<file path="src/rtl/seq_pattern_tx.sv">
// Serial pattern transmitter: shifts a WIDTH-bit pattern out LSB first, repeat_n+1 times.
// Define SEQ_TX_PRBS_EN to add a 16-bit LFSR source selectable per run with prbs_sel.
module seq_pattern_tx #(
    parameter int WIDTH = 16,
    parameter int CNT_W = 4,
    localparam int IDX_W = $clog2(WIDTH)
) (
    input  logic             clk,
    input  logic             rst,
    input  logic             load,
    input  logic [WIDTH-1:0] data_in,
    input  logic [CNT_W-1:0] repeat_n,
    input  logic             start,
    input  logic             stop,
    input  logic             prbs_sel,
    output logic             outp,
    output logic             valid,
    output logic             busy,
    output logic             done,
    output logic [IDX_W-1:0] bit_idx
);

    typedef enum logic [1:0] {
        IDLE = 2'd0,
        SEND = 2'd1,
        DONE = 2'd2
    } state_t;

    localparam logic [IDX_W-1:0] LAST_IDX = IDX_W'(WIDTH - 1);

    state_t            state_reg;
    logic [WIDTH-1:0]  pattern_reg;
    logic [WIDTH-1:0]  shreg_reg;
    logic [CNT_W-1:0]  rep_cnt_reg;
    logic [IDX_W-1:0]  bit_idx_reg;
    logic              outp_reg;
    logic              valid_reg;
    logic              busy_reg;
    logic              done_reg;

    logic [WIDTH-1:0]  start_src;
    logic              start_go;
    logic              last_bit;
    logic              send_go;
    logic              pat_bit;
    logic              tx_bit;

    assign start_src = load ? data_in : pattern_reg;
    assign start_go  = (state_reg == IDLE) && start;
    assign last_bit  = (bit_idx_reg == LAST_IDX);
    // A bit is emitted on every SEND edge except an abort or the end of the final pass
    assign send_go   = (state_reg == SEND) && !stop && (!last_bit || (rep_cnt_reg != '0));

    always_comb begin
        pat_bit = shreg_reg[0];
        if (state_reg == IDLE)
            pat_bit = start_src[0];
        else if (last_bit)
            pat_bit = pattern_reg[0];
    end

`ifdef SEQ_TX_PRBS_EN
    logic [15:0] lfsr_reg;
    logic [15:0] lfsr_next;
    logic        prbs_active_reg;
    logic        prbs_now;

    // Fibonacci taps 16,14,13,11; output is bit 0, feedback enters at bit 15
    assign lfsr_next = {lfsr_reg[0] ^ lfsr_reg[2] ^ lfsr_reg[3] ^ lfsr_reg[5], lfsr_reg[15:1]};
    assign prbs_now  = start_go ? prbs_sel : prbs_active_reg;
    assign tx_bit    = prbs_now ? lfsr_reg[0] : pat_bit;

    always_ff @(posedge clk or posedge rst) begin
        if (rst) begin
            lfsr_reg        <= 16'hACE1;
            prbs_active_reg <= 1'b0;
        end else begin
            if (start_go)
                prbs_active_reg <= prbs_sel;
            if ((start_go || send_go) && prbs_now)
                lfsr_reg <= lfsr_next;
        end
    end
`else
    logic unused_prbs_sel;
    assign unused_prbs_sel = prbs_sel;
    assign tx_bit          = pat_bit;
`endif

    always_ff @(posedge clk or posedge rst) begin
        if (rst) begin
            state_reg   <= IDLE;
            pattern_reg <= '0;
            shreg_reg   <= '0;
            rep_cnt_reg <= '0;
            bit_idx_reg <= '0;
            outp_reg    <= 1'b0;
            valid_reg   <= 1'b0;
            busy_reg    <= 1'b0;
            done_reg    <= 1'b0;
        end else begin
            case (state_reg)
                IDLE: begin
                    if (load)
                        pattern_reg <= data_in;
                    if (start) begin
                        outp_reg    <= tx_bit;
                        shreg_reg   <= start_src >> 1;
                        bit_idx_reg <= '0;
                        rep_cnt_reg <= repeat_n;
                        valid_reg   <= 1'b1;
                        busy_reg    <= 1'b1;
                        state_reg   <= SEND;
                    end
                end
                SEND: begin
                    if (stop) begin
                        outp_reg    <= 1'b0;
                        valid_reg   <= 1'b0;
                        busy_reg    <= 1'b0;
                        bit_idx_reg <= '0;
                        state_reg   <= IDLE;
                    end else if (!last_bit) begin
                        outp_reg    <= tx_bit;
                        shreg_reg   <= shreg_reg >> 1;
                        bit_idx_reg <= bit_idx_reg + 1'b1;
                    end else if (rep_cnt_reg != '0) begin
                        // Back-to-back repetition: no idle cycle between passes
                        outp_reg    <= tx_bit;
                        shreg_reg   <= pattern_reg >> 1;
                        bit_idx_reg <= '0;
                        rep_cnt_reg <= rep_cnt_reg - 1'b1;
                    end else begin
                        outp_reg    <= 1'b0;
                        valid_reg   <= 1'b0;
                        busy_reg    <= 1'b0;
                        done_reg    <= 1'b1;
                        state_reg   <= DONE;
                    end
                end
                DONE: begin
                    if (load)
                        pattern_reg <= data_in;
                    done_reg  <= 1'b0;
                    state_reg <= IDLE;
                end
                default: begin
                    state_reg <= IDLE;
                end
            endcase
        end
    end

    assign outp    = outp_reg;
    assign valid   = valid_reg;
    assign busy    = busy_reg;
    assign done    = done_reg;
    assign bit_idx = bit_idx_reg;

endmodule

</file>
<file path="config.mk">
export PLATFORM = sky130hd
export DESIGN_NAME = seq_pattern_tx
export DESIGN_NICKNAME = d
export VERILOG_FILES = /design/src/rtl/seq_pattern_tx.sv
export SDC_FILE = /design/constraint.sdc
export NUM_CORES = 1
export LEC_CHECK = 0
export ABC_AREA = 1
export CAP_MARGIN = 20
export CORE_MARGIN = 4
export CORE_UTILIZATION = 50
export DETAILED_ROUTE_END_ITERATION = 8
export PLACE_DENSITY = 0.85
export SLEW_MARGIN = 10
export SYNTH_ARGS = -nofsm -noshare
export SYNTH_HDL_FRONTEND = slang
export SYNTH_SLANG_ARGS = --single-unit
export TNS_END_PERCENT = 20
</file>
<file path="constraint.sdc">
create_clock -name clk -period 3.05 [get_ports clk]
set_input_delay 0.915 -clock clk [delete_from_list [all_inputs] [get_ports clk]]
set_output_delay 0.915 -clock clk [all_outputs]
set_load 0.01 [all_outputs]
</file>
==> impl_metrics.csv <==
group,metric,value,unit
yosys,syn-num-nets,370,
final_layout,largest_reg_flops,16,
floorplan,die_w,78.1,um
yosys,synth_top_family_by_area,"simple AND/OR/NAND/NOR gates",
detailed_routing,drtAntennaViolNets,0,
sta,rsz0062_at_grt,"false",
global_route,grt_max_degree,45,
min_path,hp-class,"reg2reg",
detailed_routing,num_vias,2273,
worst_setup_path,worst-path-stages,1,
floorplan,fp-row-count,25,
clock_tree,root_buffer,"clkbuf_8",
power,p_leak,1.48,nW
floorplan,die_area,6100,um^2
detailed_routing,dr_wl_met3,341,um
floorplan,ioPinCount,34,
global_route,overflow,0,
floorplan,core-area,4750,um^2
sta,fin_worst_skew,0.00676,ns
worst_setup_path,reg2reg_depth,8,
yosys,yosys_warnings,0,
worst_setup_path,rrSetupSlack,1.02,ns
global_route,antenna_found_initial,0,
detailed_routing,drt_wl_total,5.25,mm
floorplan,start_util,51.7,%
sta,slew_viol_final,0,
sta,tightest_slew,0.557,ns
yosys,synthSimpleGateAreaFrac,41.7,%
placement,gp_congestion,0.807,
sta,hold_viol,0,
worst_setup_path,crit_end,"bit_idx[2]",
worst_setup_path,critPathBufInv,1,
worst_setup_path,reg2reg_from,"state_reg[0]$_DFFE_PP0P_",
clock_tree,postCtsSetupBuffers,0,
clock_tree,cts_tree,"yes",
yosys,synth_edf_count,0,
clock_tree,cts_made_buffers,5,
detailed_routing,first_iter_violations,146,
yosys,ys_seq_elements,44,
final_layout,fin_nets,396,
clock_tree,clk_pin_slew_worst_paths,0.08,ns
yosys,yosys-top-cells-area,"dfrtp_1 45%, nand2_1 25%, nand3_1 7.7%",
placement,dp_hpwl,3.52,mm
sta,timing.final.ws_setup,0.814,ns
final_layout,antenna_cells,0,
yosys,synth_commonest_cells,"164 x nand2_1, 44 x dfrtp_1, 38 x nand3_1",
power,powerDensity,621,nW/um^2
yosys,synth.most_common_cell,"nand2_1",
detailed_routing,met1Wirelength,2.23,mm
final_layout,final_util,60.5,%
yosys,syn_inst,342,
sta,fin_tns_setup,0,ns
worst_setup_path,slowest_stage,"clkdlybuf4s50_1",
yosys,yosysSeqAreaShare,44.8,%
detailed_routing,drcViolationCount,0,
global_route,track_usage,18.7,%
sta,max_clock_freq,447,MHz
yosys,synthAdderAreaFrac,1.02,%
worst_setup_path,critPathMaxFanout,6,
global_route,grt_pass1_vias,2132,
global_route,grt_pass1_wl,9.18,mm
detailed_routing,highest_layer,"met4",
placement,port_buffers,32,
final_layout,multiInputGateArea,1190,um^2
detailed_routing,wl_per_cell,12.0,um
power,ir_worst_vdd,0.315,mV
floorplan,die_h,78.1,um
final_layout,layout-drive-gt1-share,6.78,%
sta,period_minus_slack,2.24,ns
yosys,syn_area,2460,um^2
final_layout,fin_cells,436,
clock_tree,clock-sinks,44,
detailed_routing,vias_per_cell,5.21,
worst_setup_path,path_cells,"clkdlybuf4s50_1",
yosys,synthXorXnorAreaFrac,0.713,%
final_layout,fill_cells,440,
worst_setup_path,required,2.13,ns
placement,pre_cts_slack,0.743,ns
worst_setup_path,criticalPathCategory,"reg2out",
worst_setup_path,startpoint,"bit_idx[2]$_DFFE_PP0P_",
detailed_routing,detailedRoute.firstPassIterationCount,5,
yosys,synth-compound-area-share,5.15,%
worst_setup_path,critical_path_arrival,1.32,ns
job,maxCapViolCount,0,
sta,final-setup-viol-count,0,
sta,finalCritPeriodShare,73.3,%
yosys,synth_top_area_share,44.8,%
final_layout,area.growth.synth_to_final,17.1,%
clock_tree,cts_resized,0,
clock_tree,ctsHtreeMaxLevel,2,
yosys,async_flop_share,100,%
status,status,"complete, no violations",
final_layout,seq_area,1100,um^2
worst_setup_path,start_kind,"flip-flop",
sta,relSlewSlack,62.8,%
placement,dp_cells,428,
detailed_routing,met2_length,2.56,mm
worst_setup_path,rr_endpoint,"shreg_reg[0]$_DFFE_PP0P_",
worst_setup_path,end_kind,"output pin",
clock_tree,clockBufferDepth,2,
yosys,synth_cell_type_count,25,
worst_setup_path,critical-path-max-stage-delay,0.57,ns
clock_tree,ctsHoldBuffers,0,
worst_setup_path,cp_top_family,"buffers and inverters",
clock_tree,insertion_delay,0.30,ns
yosys,synth-main-ff-cell,"dfrtp_1",
min_path,min_path_cells,2,
yosys,synth.largest_area_cell,"dfrtp_1",
yosys,avgSynthCellArea,7.18,um^2
yosys,yosys-mux-area-fraction,0,%
## layer usage
metal | up-vias | global-route usage [%]
met2 | 66 | 32.2
li1 | 1136 | -
met3 | 10 | 3.44
met1 | 1061 | 22.4
met4 | 0 | 9.44
met5 | - | 0
## cells in the final DEF (no fill, tap or decap), types with 3 or more instances in the layout
| master | count |
|---|---|
| nand2_1 | 164 |
| dfrtp_1 | 44 |
| nand3_1 | 38 |
| clkdlybuf4s50_1 | 32 |
| nor2_1 | 25 |
| a31oi_1 | 15 |
| inv_1 | 14 |
| clkbuf_8 | 6 |
| o21ai_0 | 5 |
| nand2_4 | 3 |
| or2_2 | 3 |
| buf_4 | 3 |
## power breakdown
group | switching [mW] | internal, mW | total, mW | leakage (nW)
clock | 0.201 | 0.181 | 0.382 | 0.0510
combinational | 0.321 | 0.231 | 0.552 | 0.889
sequential | 0.115 | 0.739 | 0.854 | 0.542
## final cells by class
cell class	count	area share (%)
clock buffer	6	2.87
clock inverter	2	0.348
inverter	16	2.17
multi-input combinational	266	41.5
sequential	44	38.3
tap	67	2.91
timing repair buffer	35	11.9
## stage by stage
stage	power (mW)	hold WS, ns	area (um^2)
4_1_cts	1.80	0.487	2880
6_report	1.79	0.485	2880
3_3_place_gp	1.39	0.463	2780
2_1_floorplan	1.27	0.449	2460
3_5_place_dp	1.42	0.465	2780
5_1_grt	1.92	0.500	2880
## worst min path at each step
stage	start	slack, ns	to
final	shreg_reg[4]$_DFFE_PP0P_	0.48	shreg_reg[4]$_DFFE_PP0P_
after floorplan	shreg_reg[0]$_DFFE_PP0P_	0.45	shreg_reg[0]$_DFFE_PP0P_
after global placement	shreg_reg[4]$_DFFE_PP0P_	0.46	shreg_reg[4]$_DFFE_PP0P_
after detailed placement	shreg_reg[11]$_DFFE_PP0P_	0.47	shreg_reg[11]$_DFFE_PP0P_
after global routing	shreg_reg[4]$_DFFE_PP0P_	0.50	shreg_reg[4]$_DFFE_PP0P_
after CTS	shreg_reg[13]$_DFFE_PP0P_	0.49	shreg_reg[13]$_DFFE_PP0P_
## cells by family (layout without fill, tap and decap cells)
logic type,Yosys count,count (layout)
flops,44,44
xor+xnor,2,2
simple gates,241,241
fa+ha+maj,2,2
compound gates,21,21
buf+inv,32,59
(Power assumes the default switching activity.)
